`src/rtl/noc_inject_arbiter_pkg.sv`:
```
// Shared NoC widths (Noc_parameters.v contents) and injection-arbiter FSM encoding/helpers.
`ifndef NOC_PARAMETERS_V
`define NOC_PARAMETERS_V
`define Noc_Data_Width 32
`endif

package noc_inject_arbiter_pkg;

  localparam logic [0:0] ST_IDLE = 1'b0;
  localparam logic [0:0] ST_BUSY = 1'b1;

  // Pointer/index width for n requesters; never narrower than one bit.
  function automatic int ptr_w(input int n);
    return (n > 1) ? $clog2(n) : 1;
  endfunction

endpackage

```
`src/rtl/noc_rr_arbiter.sv`:
```
// Combinational round-robin pick: first set request at or after ptr, wrapping modulo N.
module noc_rr_arbiter
  import noc_inject_arbiter_pkg::*;
#(
  parameter int N     = 4,
  parameter int PTR_W = ptr_w(N)
) (
  input  logic [N-1:0]     req,
  input  logic [PTR_W-1:0] ptr,
  output logic [N-1:0]     pick
);

  logic [PTR_W-1:0] idx;

  // Scan farthest-to-nearest so the candidate closest to ptr wins.
  always_comb begin
    pick = '0;
    idx  = '0;
    for (int k = N - 1; k >= 0; k--) begin
      idx = PTR_W'((int'(ptr) + k) % N);
      if (req[idx]) begin
        pick      = '0;
        pick[idx] = 1'b1;
      end
    end
  end

endmodule

```
`src/rtl/noc_inject_arbiter.sv`:
```
// Packet-atomic round-robin arbiter for N requesters onto one NoC injection port.
// Optional 16-bit tail counter pkt_sent_cnt when NOC_INJ_STATS_EN is defined.
module noc_inject_arbiter
  import noc_inject_arbiter_pkg::*;
#(
  parameter int NUM_REQ = 4,
  parameter int FLIT_W  = `Noc_Data_Width
) (
  input  logic                      noc_clk,
  input  logic                      noc_rst,
  input  logic [NUM_REQ-1:0]        req_valid,
  output logic [NUM_REQ-1:0]        req_ready,
  input  logic [NUM_REQ*FLIT_W-1:0] req_flit,
  input  logic [NUM_REQ-1:0]        req_is_header,
  input  logic [NUM_REQ-1:0]        req_is_tail,
  output logic                      out_valid,
  input  logic                      out_ready,
  output logic [FLIT_W-1:0]         out_flit,
  output logic                      out_is_header,
  output logic                      out_is_tail,
  output logic [NUM_REQ-1:0]        grant,
  output logic                      busy
`ifdef NOC_INJ_STATS_EN
  ,
  output logic [15:0]               pkt_sent_cnt
`endif
);

  localparam int PTR_W = ptr_w(NUM_REQ);

  logic [0:0]         state;
  logic [PTR_W-1:0]   rr_ptr;
  logic [PTR_W-1:0]   g_idx;
  logic [NUM_REQ-1:0] eligible;
  logic [NUM_REQ-1:0] pick;
  logic               tail_xfer;

  // Only packet headers may start a new ownership period.
  assign eligible = req_valid & req_is_header;

  noc_rr_arbiter #(
    .N     (NUM_REQ),
    .PTR_W (PTR_W)
  ) u_rr (
    .req  (eligible),
    .ptr  (rr_ptr),
    .pick (pick)
  );

  always_comb begin
    g_idx = '0;
    for (int i = 0; i < NUM_REQ; i++) begin
      if (grant[i]) g_idx = PTR_W'(i);
    end
  end

  always_comb begin
    out_valid     = 1'b0;
    out_flit      = '0;
    out_is_header = 1'b0;
    out_is_tail   = 1'b0;
    req_ready     = '0;
    if (state == ST_BUSY) begin
      out_valid     = req_valid[g_idx];
      out_flit      = req_flit[g_idx*FLIT_W +: FLIT_W];
      out_is_header = req_is_header[g_idx];
      out_is_tail   = req_is_tail[g_idx];
      req_ready     = grant & {NUM_REQ{out_ready}};
    end
  end

  assign tail_xfer = out_valid & out_ready & out_is_tail;
  assign busy      = (state == ST_BUSY);

  // No arbitration in the tail cycle: IDLE always lasts at least one cycle.
  always_ff @(posedge noc_clk or posedge noc_rst) begin
    if (noc_rst) begin
      state  <= ST_IDLE;
      grant  <= '0;
      rr_ptr <= '0;
    end else if (state == ST_IDLE) begin
      if (|pick) begin
        grant <= pick;
        state <= ST_BUSY;
      end
    end else if (tail_xfer) begin
      state  <= ST_IDLE;
      grant  <= '0;
      rr_ptr <= (g_idx == PTR_W'(NUM_REQ - 1)) ? '0 : g_idx + 1'b1;
    end
  end

`ifdef NOC_INJ_STATS_EN
  always_ff @(posedge noc_clk or posedge noc_rst) begin
    if (noc_rst) begin
      pkt_sent_cnt <= '0;
    end else if (tail_xfer) begin
      pkt_sent_cnt <= pkt_sent_cnt + 16'd1;
    end
  end
`endif

endmodule

```
`config.mk`:
```
export PLATFORM = sky130hd
export DESIGN_NAME = noc_inject_arbiter
export DESIGN_NICKNAME = d
export VERILOG_FILES = /design/src/rtl/noc_inject_arbiter_pkg.sv /design/src/rtl/noc_rr_arbiter.sv /design/src/rtl/noc_inject_arbiter.sv
export SDC_FILE = /design/constraint.sdc
export NUM_CORES = 1
export LEC_CHECK = 0
export ABC_AREA = 1
export CORE_MARGIN = 4
export CORE_UTILIZATION = 33
export DETAILED_ROUTE_END_ITERATION = 8
export PLACE_DENSITY_LB_ADDON = 0.1
export RECOVER_POWER = 25
export SETUP_SLACK_MARGIN = 0.3
export SLEW_MARGIN = 30
export SYNTH_ARGS = -nofsm -noshare
export SYNTH_HDL_FRONTEND = slang
export SYNTH_SLANG_ARGS = --single-unit
```
`constraint.sdc`:
```
create_clock -name noc_clk -period 6.3 [get_ports noc_clk]
set_clock_uncertainty 0.15 [all_clocks]
set_input_delay 0.63 -clock noc_clk [delete_from_list [all_inputs] [get_ports noc_clk]]
set_output_delay 0.63 -clock noc_clk [all_outputs]
set_load 0.05 [all_outputs]
```
## Word-level counts from Yosys, hierarchy flattened

Cells that the tools add are included.

| cells by class | value |
|---|---|
| add/sub/neg operators | 4 |
| multiply operators | 0 |
| divide/modulo/power cells | 0 |
| order comparisons | 9 |
| eq/ne operators | 2 |
| shifts and indexed selects | 1 |
| mux-type cells | 41 |
| bitwise logic cells | 4 |
| reductions and logical operators | 8 |

Operator list:

| operator | number |
|---|---|
| variable part select 128 x 8 -> 32 bit | 1 |
| 2-to-1 mux 32 bit | 1 |
| 2-to-1 mux 4 bit | 8 |
| 2-to-1 mux 1 bit | 18 |
| < comparator 2 x 3 -> 1 bit (second input constant) | 5 |
| binary-select mux 1 bit (select 2 bit) | 7 |
| AND 4 bit | 2 |
| demux 1 bit (select 2 bit) | 4 |
| greater-or-equal comparator 2 x 1 -> 1 bit (second input constant) | 4 |
| 2-to-1 mux 2 bit | 3 |
| adder 2 x 1 -> 2 bit (second input constant) | 2 |
| adder 2 bit (second input constant) | 2 |
| logical AND 1 bit | 4 |
| AND reduction 2 bit | 2 |
| OR reduction 4 bit | 1 |
| AND 1 bit | 2 |
| == test 2 bit (second input constant) | 1 |
| inequality test 2 x 1 -> 1 bit (second input constant) | 1 |
| nonzero test 2 bit | 1 |

| storage, ports and cells | value |
|---|---|
| register bits after elaboration | 7 |
| bits in latches | 0 |
| RAM bits | 0 |
| memory bits (read-only) | 0 |
| input port bits | 143 |
| output and inout port bits | 44 |
| logic and storage cells | 72 |
| memories kept | 0 |

## Depth between registers and ports, before layout

Gate-level depths: netlist of run 1.

| depth | value |
|---|---|
| depth after elaboration | 12 |
| depth in mapped cells | 14 |
| gate-level depth less buffers | 14 |

## By module

From an unflattened synthesis of run 1, not the netlist that was laid out.

| second synthesis, totals | value |
|---|---|
| cells, all modules | 405 |
| area, all modules | 2023.2 um2 |

Modules (own cells, without submodules):

| module | instances | cells each | area an instance (um2) | sequential area each (um2) |
|---|---|---|---|---|
| noc_inject_arbiter | 1 | 331 | 1600.3 | 175.2 |
| noc_rr_arbiter | 1 | 74 | 422.9 | 0.0 |

## Worst setup path after synthesis of run 1

OpenSTA, ideal clock, no wires.

| timing | value |
|---|---|
| path type | register to output |
| from | reg grant[3] |
| to | out out_flit[21] |
| arrival time | 2.241 ns |
| required time | 5.520 ns |
| setup slack | 3.279 ns |
| cell stages (with the launch flop) | 8 |
| path buffers | 1 |
| path through | dfrtp_1 > inv_2 > nand2_2 > inv_2 > clkbuf_1 > nor2_1 > o21ai_0 > a21oi_1 |

| on the way | value |
|---|---|
| cells in the longest elaborated chain, start to end | 3 |

Ends and longest elaborated chain:

| element | RTL line | text |
|---|---|---|
| start: declaration | noc_inject_arbiter.sv:21 | `output logic [NUM_REQ-1:0] grant,` |
| start signal: assignment | noc_inject_arbiter.sv:83 | `grant <= pick;` |
| 2-to-1 mux 2 bit | noc_inject_arbiter.sv:53 | `if (grant[i]) g_idx = PTR_W'(i);` |
| variable part select 128 x 8 -> 32 bit | noc_inject_arbiter.sv:65 | `out_flit = req_flit[g_idx*FLIT_W +: FLIT_W];` |
| 2-to-1 mux 32 bit | noc_inject_arbiter.sv:63 | `if (state == ST_BUSY) begin` |
| end: declaration | noc_inject_arbiter.sv:18 | `output logic [FLIT_W-1:0] out_flit,` |

No other way between the ends.

## Final worst setup path of run 1

| timing | value |
|---|---|
| from | reg grant[3] |
| to | out out_valid |

| on the way | value |
|---|---|
| cells in the longest elaborated chain, start to end | 4 |

Ends and longest elaborated chain:

| element | RTL line | text |
|---|---|---|
| 2-to-1 mux 2 bit | noc_inject_arbiter.sv:53 |  |
| binary-select mux 1 bit (select 2 bit) | noc_inject_arbiter.sv:64 | `out_valid = req_valid[g_idx];` |
| 2-to-1 mux 1 bit (implied by the code) | noc_inject_arbiter.sv:64 |  |
| 2-to-1 mux 1 bit | noc_inject_arbiter.sv:63 |  |
| end: declaration | noc_inject_arbiter.sv:16 | `output logic out_valid,` |

No other way between the ends. The select of a mux whose other input is x is not followed.

==> results of run 1 <==
-- worst max-delay path: cells and delay by family, from the launching register on --
kind | cells | cell delay [ns]
AOI/OAI and AO/OA | 1 | 0.26
and+or+nand+nor | 2 | 0.69
buffers and inverters | 3 | 1.99
DFF | 1 | 0.43
-- how the worst max path moves through the flow --
| stage | end | cells past startpoint | startpoint |
|---|---|---|---|
| 2_1_floorplan | out_flit[21] | 7 | grant[3]$_DFFE_PP0P_ |
| 4_1_cts | out_valid | 6 | grant[3]$_DFFE_PP0P_ |
| 5_1_grt | out_valid | 6 | grant[3]$_DFFE_PP0P_ |
| 3_5_place_dp | out_valid | 6 | grant[3]$_DFFE_PP0P_ |
| 6_report | out_valid | 6 | grant[3]$_DFFE_PP0P_ |
| 3_3_place_gp | out_valid | 6 | grant[3]$_DFFE_PP0P_ |
-- metal layers --
metal	global-route usage, %	routed length, µm	up-vias
met4	6.47	171	0
met1	33.7	4200	1428
met2	44.3	4900	123
li1	-	-	1605
met3	5.10	803	16
met5	0	0	-
-- logic make-up (layout without fill, tap and decap cells) --
logic type | after synthesis | after routing | share of synthesized area [%]
adders and majority gates | 7 | 7 | 4.50
and+or+nand+nor | 214 | 214 | 47.3
DFF | 7 | 7 | 9.01
AOI/OAI and AO/OA | 112 | 112 | 30.4
buffers and inverters | 44 | 213 | 8.75
-- cell type report --
class,instances,share of cell area (%)
timing repair buffer,188,48.6
tap,72,2.33
clock buffer,4,1.17
sequential,7,4.53
inverter,21,2.04
multi-input combinational,333,41.4
-- registers in the layout, indices dropped and copies added, names as in the netlist --
name,flops
rr_ptr,2
grant,4
busy,1
-- stage by stage --
step / instances / area, µm² / worst slack (ns)
finish: 625 / 3860 / 1.92
floorplan: 384 / 1940 / 3.28
CTS: 625 / 3860 / 1.89
global route: 625 / 3860 / 1.60
global placement: 621 / 3820 / 2.22
detailed placement: 621 / 3820 / 2.13
-- power breakdown --
part	total [W]	switching (W)	internal, W
Combinational	0.00214	0.00147	0.000676
Sequential	0.0000935	0.0000290	0.0000645
Clock	0.0000619	0.0000182	0.0000437
-- cells in the mapped netlist (3+ instances only) --
library cell  count
buf_1             3
o21ai_1           6
inv_2             5
inv_1            15
nor2_1          136
o21ai_0          67
nand3_1          28
a21oi_1          35
ha_1              7
nand3_2           9
nand2_2           7
dfrtp_1           7
nand2_1          33
clkbuf_1         18
==> run metrics, run 1 <==
outcome=complete, no violations; cell mode on critical path=inv_2; CTS Buf Count=3; cts hold-fix bufs=0; library cells used by synthesis=22; first-pass GRT wire length=between 15 and 20 mm; area of the core=around 0.0056 mm²; slowest stage cell, crit path=clkdlybuf4s50_1; Worst-path clk slew=about 0.04 ns; final-report hold violation count=0; Worst Hold Launch=busy$_DFF_PP0_; Initial DRC Count=175; peak supply drop=0.377 mV; final antenna-violating net count=0; RSZ-0062 raised after global routing=false; # setup viols final=0; period utilization=between 60% and 70%; post-CTS resize count=0; syn_area_per_cell=roughly 5.1 µm²; DR vias/cell=between 5 and 6; critical path fanouts, max=37; CTS tree=yes; Synth Cell Area=~0.002 mm²; Die Wd=about 85 µm; FP Rows=27; Post-CTS Setup Bufs=0; DR WL/cell=between 15 and 20 µm; Initial Util=a little over a third; # IOs=between 150 and 200; DP HPWL=between 7 and 8 mm; Layout Nets=just over 700; WP data required=about 5.5 ns; Mapped Nets=~530; Crit path arrival time=approximately 3.6 ns; GRT Residual Overflow=0; Hold Crit Endpoint=busy$_DFF_PP0_; Area contributors post-synth=nor2_1, o21ai_0, a21oi_1; P&R area growth vs syn=98.8%; Placer Congestion=0.923; Overall Global Routing Usage=26.1%; Antenna diodes=0; Final min period=approximately 4.4 ns; max-cap viol count=0; die area=0.00718 mm²; Port-buffer cells=between 150 and 200; post-synth top area cell=nor2_1; vias in the first global route=between 2000 and 3000; Relative slew margins=42.6%; Slew Viols, Final=0; antenna violations before repair=0; Clock Tree Buf Depth=2; fraction of registers with async set/reset=100%; Syn Inst Count=384; H-tree levels=1; Clock Latency Late Sink=0.22 ns; Setup TNS Final=0 ns; largest net degree at the start of global routing=39; Reg-to-Reg End=rr_ptr[0]$_DFFE_PP0P_; leading cell type in the layout, fill and taps excluded=clkdlybuf4s50_1; clk sink count=7; CP startpoint kind=flop; vias=roughly 3200; FF+latch count, synth=7; router iterations before antenna repair=4; most frequent cells in the layout=clkdlybuf4s50_1, nor2_1, o21ai_0; r2r worst-path depth=8; Worst Hold Slack=between 0.3 and 0.4 ns; Worst-Margin Slew=0.858 ns; Reg-to-Reg Start=grant[3]$_DFFE_PP0P_; Most used DFF post-synth=dfrtp_1; CP Class=reg2out; hold crit path type=reg2reg; fin util=between 60 and 70%; top cell type's share of synthesized area=26.3%; Die Y=roughly 85 µm; reg2reg setup slack=3.09 ns; Worst Setup End Kind=output pin; Sequential Area=roughly 180 µm²; sequential area share after synthesis=a little under a tenth; Achievable Freq=228 MHz; Pwr Total=~0.0023 W; P_leak=about 1.6 nW; fillcell total=approximately 550; proportion of layout cells with a drive suffix above 1=5.42%; crit-path cells=inv_2, nand2_2, inv_2, nand2_1, a31oi_1, clkdlybuf4s50_1; Worst Hold Depth=2; Detailed Route WL=roughly 10 mm; PwrDens=about 600 mW/mm²; slowest cell delay on critical path=around 0.87 ns; Root Buffer=clkbuf_8; drt drc=0; area of the multi-input gates=about 0.0016 mm²; Ys Warns=0; EDFF count, synth=0
(Power assumes the default switching activity.)
==> run 2: changes to the inputs <==
--- a/config.mk
+++ b/config.mk
@@ -7,7 +7,7 @@
 export LEC_CHECK = 0
 export ABC_AREA = 1
 export CORE_MARGIN = 4
-export CORE_UTILIZATION = 33
+export CORE_UTILIZATION = 28
 export DETAILED_ROUTE_END_ITERATION = 8
 export PLACE_DENSITY_LB_ADDON = 0.1
 export RECOVER_POWER = 25
==> constraint.sdc (replaced) <==
create_clock -name noc_clk -period 3.9 [get_ports noc_clk]
set_clock_uncertainty 0.15 [all_clocks]
set_input_delay 0.39 -clock noc_clk [delete_from_list [all_inputs] [get_ports noc_clk]]
set_output_delay 0.39 -clock noc_clk [all_outputs]
set_load 0.05 [all_outputs]
==> run 2 against run 1 <==
First-iteration DRC count fell by 22%. Global-route usage fell by 3.2 points. Sequential cell count did not move. Die area up 16%. Register-to-register slack worse by 1.8 ns. Critical path type unchanged. Largest power group unchanged.
==> run metrics, run 2 (synthesis gave the netlist of run 1 again) <==
antenna violations before repair=0 (unchanged); final-report hold violation count=0 (unchanged); largest net degree at the start of global routing=38 (was 39); drt drc=0 (unchanged); Setup WS pre-CTS=1.28 ns (was 2.13 ns); Die Wd=91.3 µm (was 84.8 µm); peak supply drop=0.745 mV (was 0.377 mV); max reg flops=4 (unchanged); most frequent cells in the layout=clkdlybuf4s50_1, nor2_1, o21ai_0 (unchanged); WP data required=3.36 ns (was 5.52 ns); die area=0.00834 mm² (was 0.00718 mm²); DP HPWL=7.71 mm (was 7.75 mm); critical path fanouts, max=37 (unchanged); DR vias/cell=4.99 (was 5.08); Initial DRC Count=137 (was 175); hold crit path type=reg2reg (unchanged); Worst-path clk slew=0.04 ns (about the same); first-pass GRT wire length=15.7 mm (was 15.5 mm); CP startpoint kind=flop (unchanged); Placed Instances=632 (was 621); Port-buffer cells=186 (unchanged); router iterations before antenna repair=5 (was 4); outcome=complete, no violations (unchanged); PwrDens=1060 mW/mm² (was 595 mW/mm²); # IOs=187 (unchanged); Initial Util=28.8% (was 34.7%); H-tree levels=1 (unchanged); GRT Residual Overflow=0 (unchanged); CP Class=reg2out (unchanged); leading cell type in the layout, fill and taps excluded=clkdlybuf4s50_1 (unchanged); area of the core=0.00676 mm² (was 0.00561 mm²); max-cap viol count=0 (unchanged); P&R area growth vs syn=118% (was 98.8%); final antenna-violating net count=0 (unchanged); Worst-Margin Slew=0.623 ns (was 0.858 ns); Layout Nets=707 (was 704); Placer Congestion=0.954 (was 0.923); Die Y=91.3 µm (was 84.8 µm); Overall Global Routing Usage=22.8% (was 26.1%); Biggest register=grant (unchanged); final worst setup slack=1.01 ns (was 1.92 ns); cts hold-fix bufs=0 (unchanged); Crit path arrival time=2.35 ns (was 3.60 ns); CTS tree=yes (unchanged); DR WL/cell=16.0 µm (was 16.1 µm); RSZ-0062 raised after global routing=false (unchanged); Clock Tree Buf Depth=2 (unchanged); Clock Latency Late Sink=0.23 ns (was 0.22 ns); P_leak=1.82 nW (was 1.62 nW); cell area after layout=0.00425 mm² (was 0.00386 mm²); vias in the first global route=2962 (was 2964); FP Rows=30 (was 27); Final min period=about 2.9 ns; post-CTS resize count=0 (unchanged); Root Buffer=clkbuf_8 (unchanged); Slew Viols, Final=0 (unchanged); Cell Area, Placed=0.00420 mm² (was 0.00382 mm²); Detailed Route WL=10.2 mm (was 10.1 mm); CTS Buf Count=3 (unchanged); Relative slew margins=58.4% (was 42.6%); proportion of layout cells with a drive suffix above 1=12.4% (was 5.42%); Setup TNS Final=0 ns (unchanged); Achievable Freq=347 MHz; Antenna diodes=0 (unchanged); clk sink count=7 (unchanged); Post-CTS Setup Bufs=0 (unchanged); vias=3174 (was 3172); Finished Layout Cells=636 (was 625); Worst Setup End Kind=output pin (unchanged); period utilization=about three quarters; # setup viols final=0 (unchanged)
## run 2: layer usage
layer / up-vias / GRT usage, % / part of all wire (%)
met5: - / 0 / 0
met1: 1426 / 29.2 / 42
met4: 0 / 5.53 / 1.8
met2: 123 / 39.5 / 50
met3: 17 / 4.14 / 6.3
li1: 1608 / - / -
## run 2: final timing paths
| check | from | end | slack (ns) | cells after the start |
|---|---|---|---|---|
| worst min-delay path | grant[0]$_DFFE_PP0P_ | grant[0]$_DFFE_PP0P_ | 0.38 | 2 |
| max in group asynchronous | noc_rst | grant[3]$_DFFE_PP0P_ | 2.98 | 2 |
| min in group asynchronous | noc_rst | grant[2]$_DFFE_PP0P_ | 0.40 | 2 |
| worst min register to register | grant[0]$_DFFE_PP0P_ | grant[0]$_DFFE_PP0P_ | 0.38 | 2 |
| worst max-delay path | grant[2]$_DFFE_PP0P_ | out_valid | 1.01 | 9 |
| worst max register to register | grant[2]$_DFFE_PP0P_ | rr_ptr[1]$_DFFE_PP0P_ | 1.27 | 11 |
## run 2: power breakdown
part           internal [W]  switching, W
Combinational       0.00170       0.00255
Clock             0.0000708     0.0000319
Sequential         0.000104     0.0000515
Total               0.00188       0.00263
## run 2: metrics by stage
stage	hold WS, ns	power (W)	util [%]
global placement	0.367	0.00439	62.2
finish	0.382	0.00451	62.9
detailed placement	0.373	0.00443	62.2
floorplan	0.0434	0.00256	-
CTS	0.278	0.00454	62.9
global route	0.411	0.00480	62.9
## run 2: layout make-up
cell class | count | area, µm²
tap | 80 | 100
fill | 614 | 2510
sequential | 7 | 175
multi-input combinational | 333 | 1600
inverter | 21 | 78.8
timing repair buffer | 191 | 2250
clock buffer | 4 | 45.0
## run 2: critical path: stages (launching register included)
cell and delay (ns):
dfrtp_1 0.43, inv_2 0.12, a21oi_4 0.06, buf_4 0.24, inv_2 0.47, nand2_1 0.12
nand2_1 0.09, nand2_1 0.05, a31oi_1 0.34, buf_12 0.19
==> run 3: changes to the inputs <==
==> constraint.sdc (replaced) <==
create_clock -name noc_clk -period 2.4 [get_ports noc_clk]
set_clock_uncertainty 0.15 [all_clocks]
set_input_delay 0.24 -clock noc_clk [delete_from_list [all_inputs] [get_ports noc_clk]]
set_output_delay 0.24 -clock noc_clk [all_outputs]
set_load 0.05 [all_outputs]
==> run 3 against run 2 <==
Final cell count grew 3.6%. Non-clock buffer count grew 23. Sequential share of layout area shrank 0.27 points. Highest routed layer unchanged.
==> run metrics, run 3 (synthesis gave the netlist of run 1 again) <==
outcome=complete, no violations (unchanged); Relative slew margins=60.3% (was 58.4%); final worst setup slack=0.327 ns (was 1.01 ns); cell area after layout=0.00471 mm² (was 0.00425 mm²); uppermost layer routed=met4 (unchanged); area of the core=0.00676 mm² (unchanged); final-report hold violation count=0 (unchanged); clk sink count=7 (unchanged); vias=3336 (was 3174); CTS tree=yes (unchanged); CP Class=reg2out (unchanged); peak supply drop=1.08 mV (was 0.745 mV); Port-buffer cells=186 (unchanged); Final min period=slightly above 2 ns; Crit path arrival time=1.68 ns (was 2.35 ns); DP HPWL=8.04 mm (was 7.71 mm); Placer Congestion=0.866 (was 0.954); DR WL met2=5.37 mm (was 5.07 mm); max-cap viol count=0 (unchanged); Worst-path clk slew=0.04 ns (about the same); final antenna-violating net count=0 (unchanged); Setup TNS Final=0 ns (unchanged); period utilization=a little under nine tenths; DR WL/cell=16.5 µm (was 16.0 µm); GRT Residual Overflow=0 (unchanged); first-pass GRT wire length=16.7 mm (was 15.7 mm); Worst-Margin Slew=0.598 ns (was 0.623 ns); leading cell type in the layout, fill and taps excluded=clkdlybuf4s50_1 (unchanged); Root Buffer=clkbuf_8 (unchanged); critical path fanouts, max=17 (was 37); proportion of layout cells with a drive suffix above 1=27.6% (was 12.4%); Initial DRC Count=111 (was 137); Setup WS pre-CTS=0.197 ns (was 1.28 ns); Pwr Total=0.00809 W (was 0.00451 W); max reg flops=4 (unchanged); # setup viols final=0 (unchanged); Layout Nets=730 (was 707); DR vias/cell=5.06 (was 4.99); Slew Viols, Final=0 (unchanged); RSZ-0062 raised after global routing=true (was false); P_leak=1.92 nW (was 1.82 nW); hold crit path type=in2async (was reg2reg); largest net degree at the start of global routing=33 (was 38); Cell Area, Placed=0.00426 mm² (was 0.00420 mm²); Clock Tree Buf Depth=2 (unchanged); CTS Buf Count=3 (unchanged); WP data required=2.01 ns (was 3.36 ns); cts hold-fix bufs=0 (unchanged); # IOs=187 (unchanged); Die Wd=91.3 µm (unchanged); most frequent cells in the layout=clkdlybuf4s50_1, nor2_1, o21ai_1 (was clkdlybuf4s50_1, nor2_1, o21ai_0); antenna violations before repair=0 (unchanged); Antenna diodes=0 (unchanged); routed metal-1 wire length=4.37 mm (was 4.26 mm); Clock Latency Late Sink=0.23 ns (about the same); Die Y=91.3 µm (unchanged); H-tree levels=1 (unchanged); Initial Util=28.8% (unchanged); die area=0.00834 mm² (unchanged); Overall Global Routing Usage=24.1% (was 22.8%); Detailed Route WL=10.9 mm (was 10.2 mm); met3 routed WL=808 µm (was 645 µm); Worst Setup End Kind=output pin (unchanged); drt drc=0 (unchanged); Achievable Freq=a little under 500 MHz; router iterations before antenna repair=4 (was 5); vias in the first global route=3276 (was 2962); CP startpoint kind=flop (unchanged); P&R area growth vs syn=142% (was 118%); FP Rows=30 (unchanged); Biggest register=grant (unchanged); PwrDens=1720 mW/mm² (was 1060 mW/mm²)
## run 3: changes by cell type in the layout (fill, tap and decap cells not counted), moves of 5 or more
cell,previous run,this run
buf_6,0,33
buf_4,5,20
dlygate4sd3_1,8,3
o21ai_1,6,34
dfrtp_1,7,2
o21ai_0,67,20
a21oi_4,1,31
buf_12,35,8
o21ai_2,0,19
a21oi_1,35,0
a21oi_2,0,5
dfrtp_2,0,5
## run 3: path summary, 6_finish.rpt
path                                  startpoint                    end  slack [ns]  depth (start not counted)
min in group noc_clk              busy$_DFF_PP0_         busy$_DFF_PP0_        0.39                          2
hold / removal                           noc_rst  rr_ptr[0]$_DFFE_PP0P_        0.24                          2
setup / recovery            grant[2]$_DFFE_PP0P_           out_flit[18]        0.33                          7
setup reg to reg           rr_ptr[1]$_DFFE_PP0P_   grant[2]$_DFFE_PP0P_        0.40                         13
max in group asynchronous                noc_rst         busy$_DFF_PP0_        1.61                          2
hold reg to reg                   busy$_DFF_PP0_         busy$_DFF_PP0_        0.39                          2
## run 3: what timing repair did
| item | in CTS | in global routing |
|---|---|---|
| resized for setup | 69 | 53 |
| cloned | 1 | 0 |
| buffers inserted | 7 | 7 |
| pin swaps | 2 | 6 |
| setup endpoints to repair | 39 | 39 |
| hold endpoints to repair | 0 | 0 |
## run 3: area by class of cell
cell class | count | area (µm²)
clock buffers | 4 | 45.0
fillers | 574 | 2040
inverters | 21 | 90.1
multi-input cells | 333 | 2080
flip-flops and latches | 7 | 181
well taps | 80 | 100
repair buffers | 214 | 2220
## run 3: report_power, final
group,switching [W],internal (W)
registers,0.0000676,0.000177
logic,0.00478,0.00290
clock network,0.0000515,0.000115
## run 3: metrics by stage
stage | util, % | hold slack (ns) | instances
2_1_floorplan | - | -0.107 | 384
4_1_cts | 67.8 | 0.107 | 652
3_5_place_dp | 63.1 | 0.352 | 640
3_3_place_gp | 63.1 | 0.353 | 640
6_report | 69.7 | 0.239 | 659
5_1_grt | 69.7 | 0.272 | 659
## run 3: critical path, stage by stage, from the launching register on
cell	delay, ns
dfrtp_2	0.38
inv_4	0.06
a21oi_4	0.23
buf_6	0.15
buf_16	0.14
o21ai_0	0.15
a21oi_4	0.18
buf_6	0.17
## run 3: metal layers
layer  vias up  track usage (%)
li1       1657                -
met1      1496             29.5
met2       152             41.9
met3        31             4.97
met4         0             7.91
met5         -                0
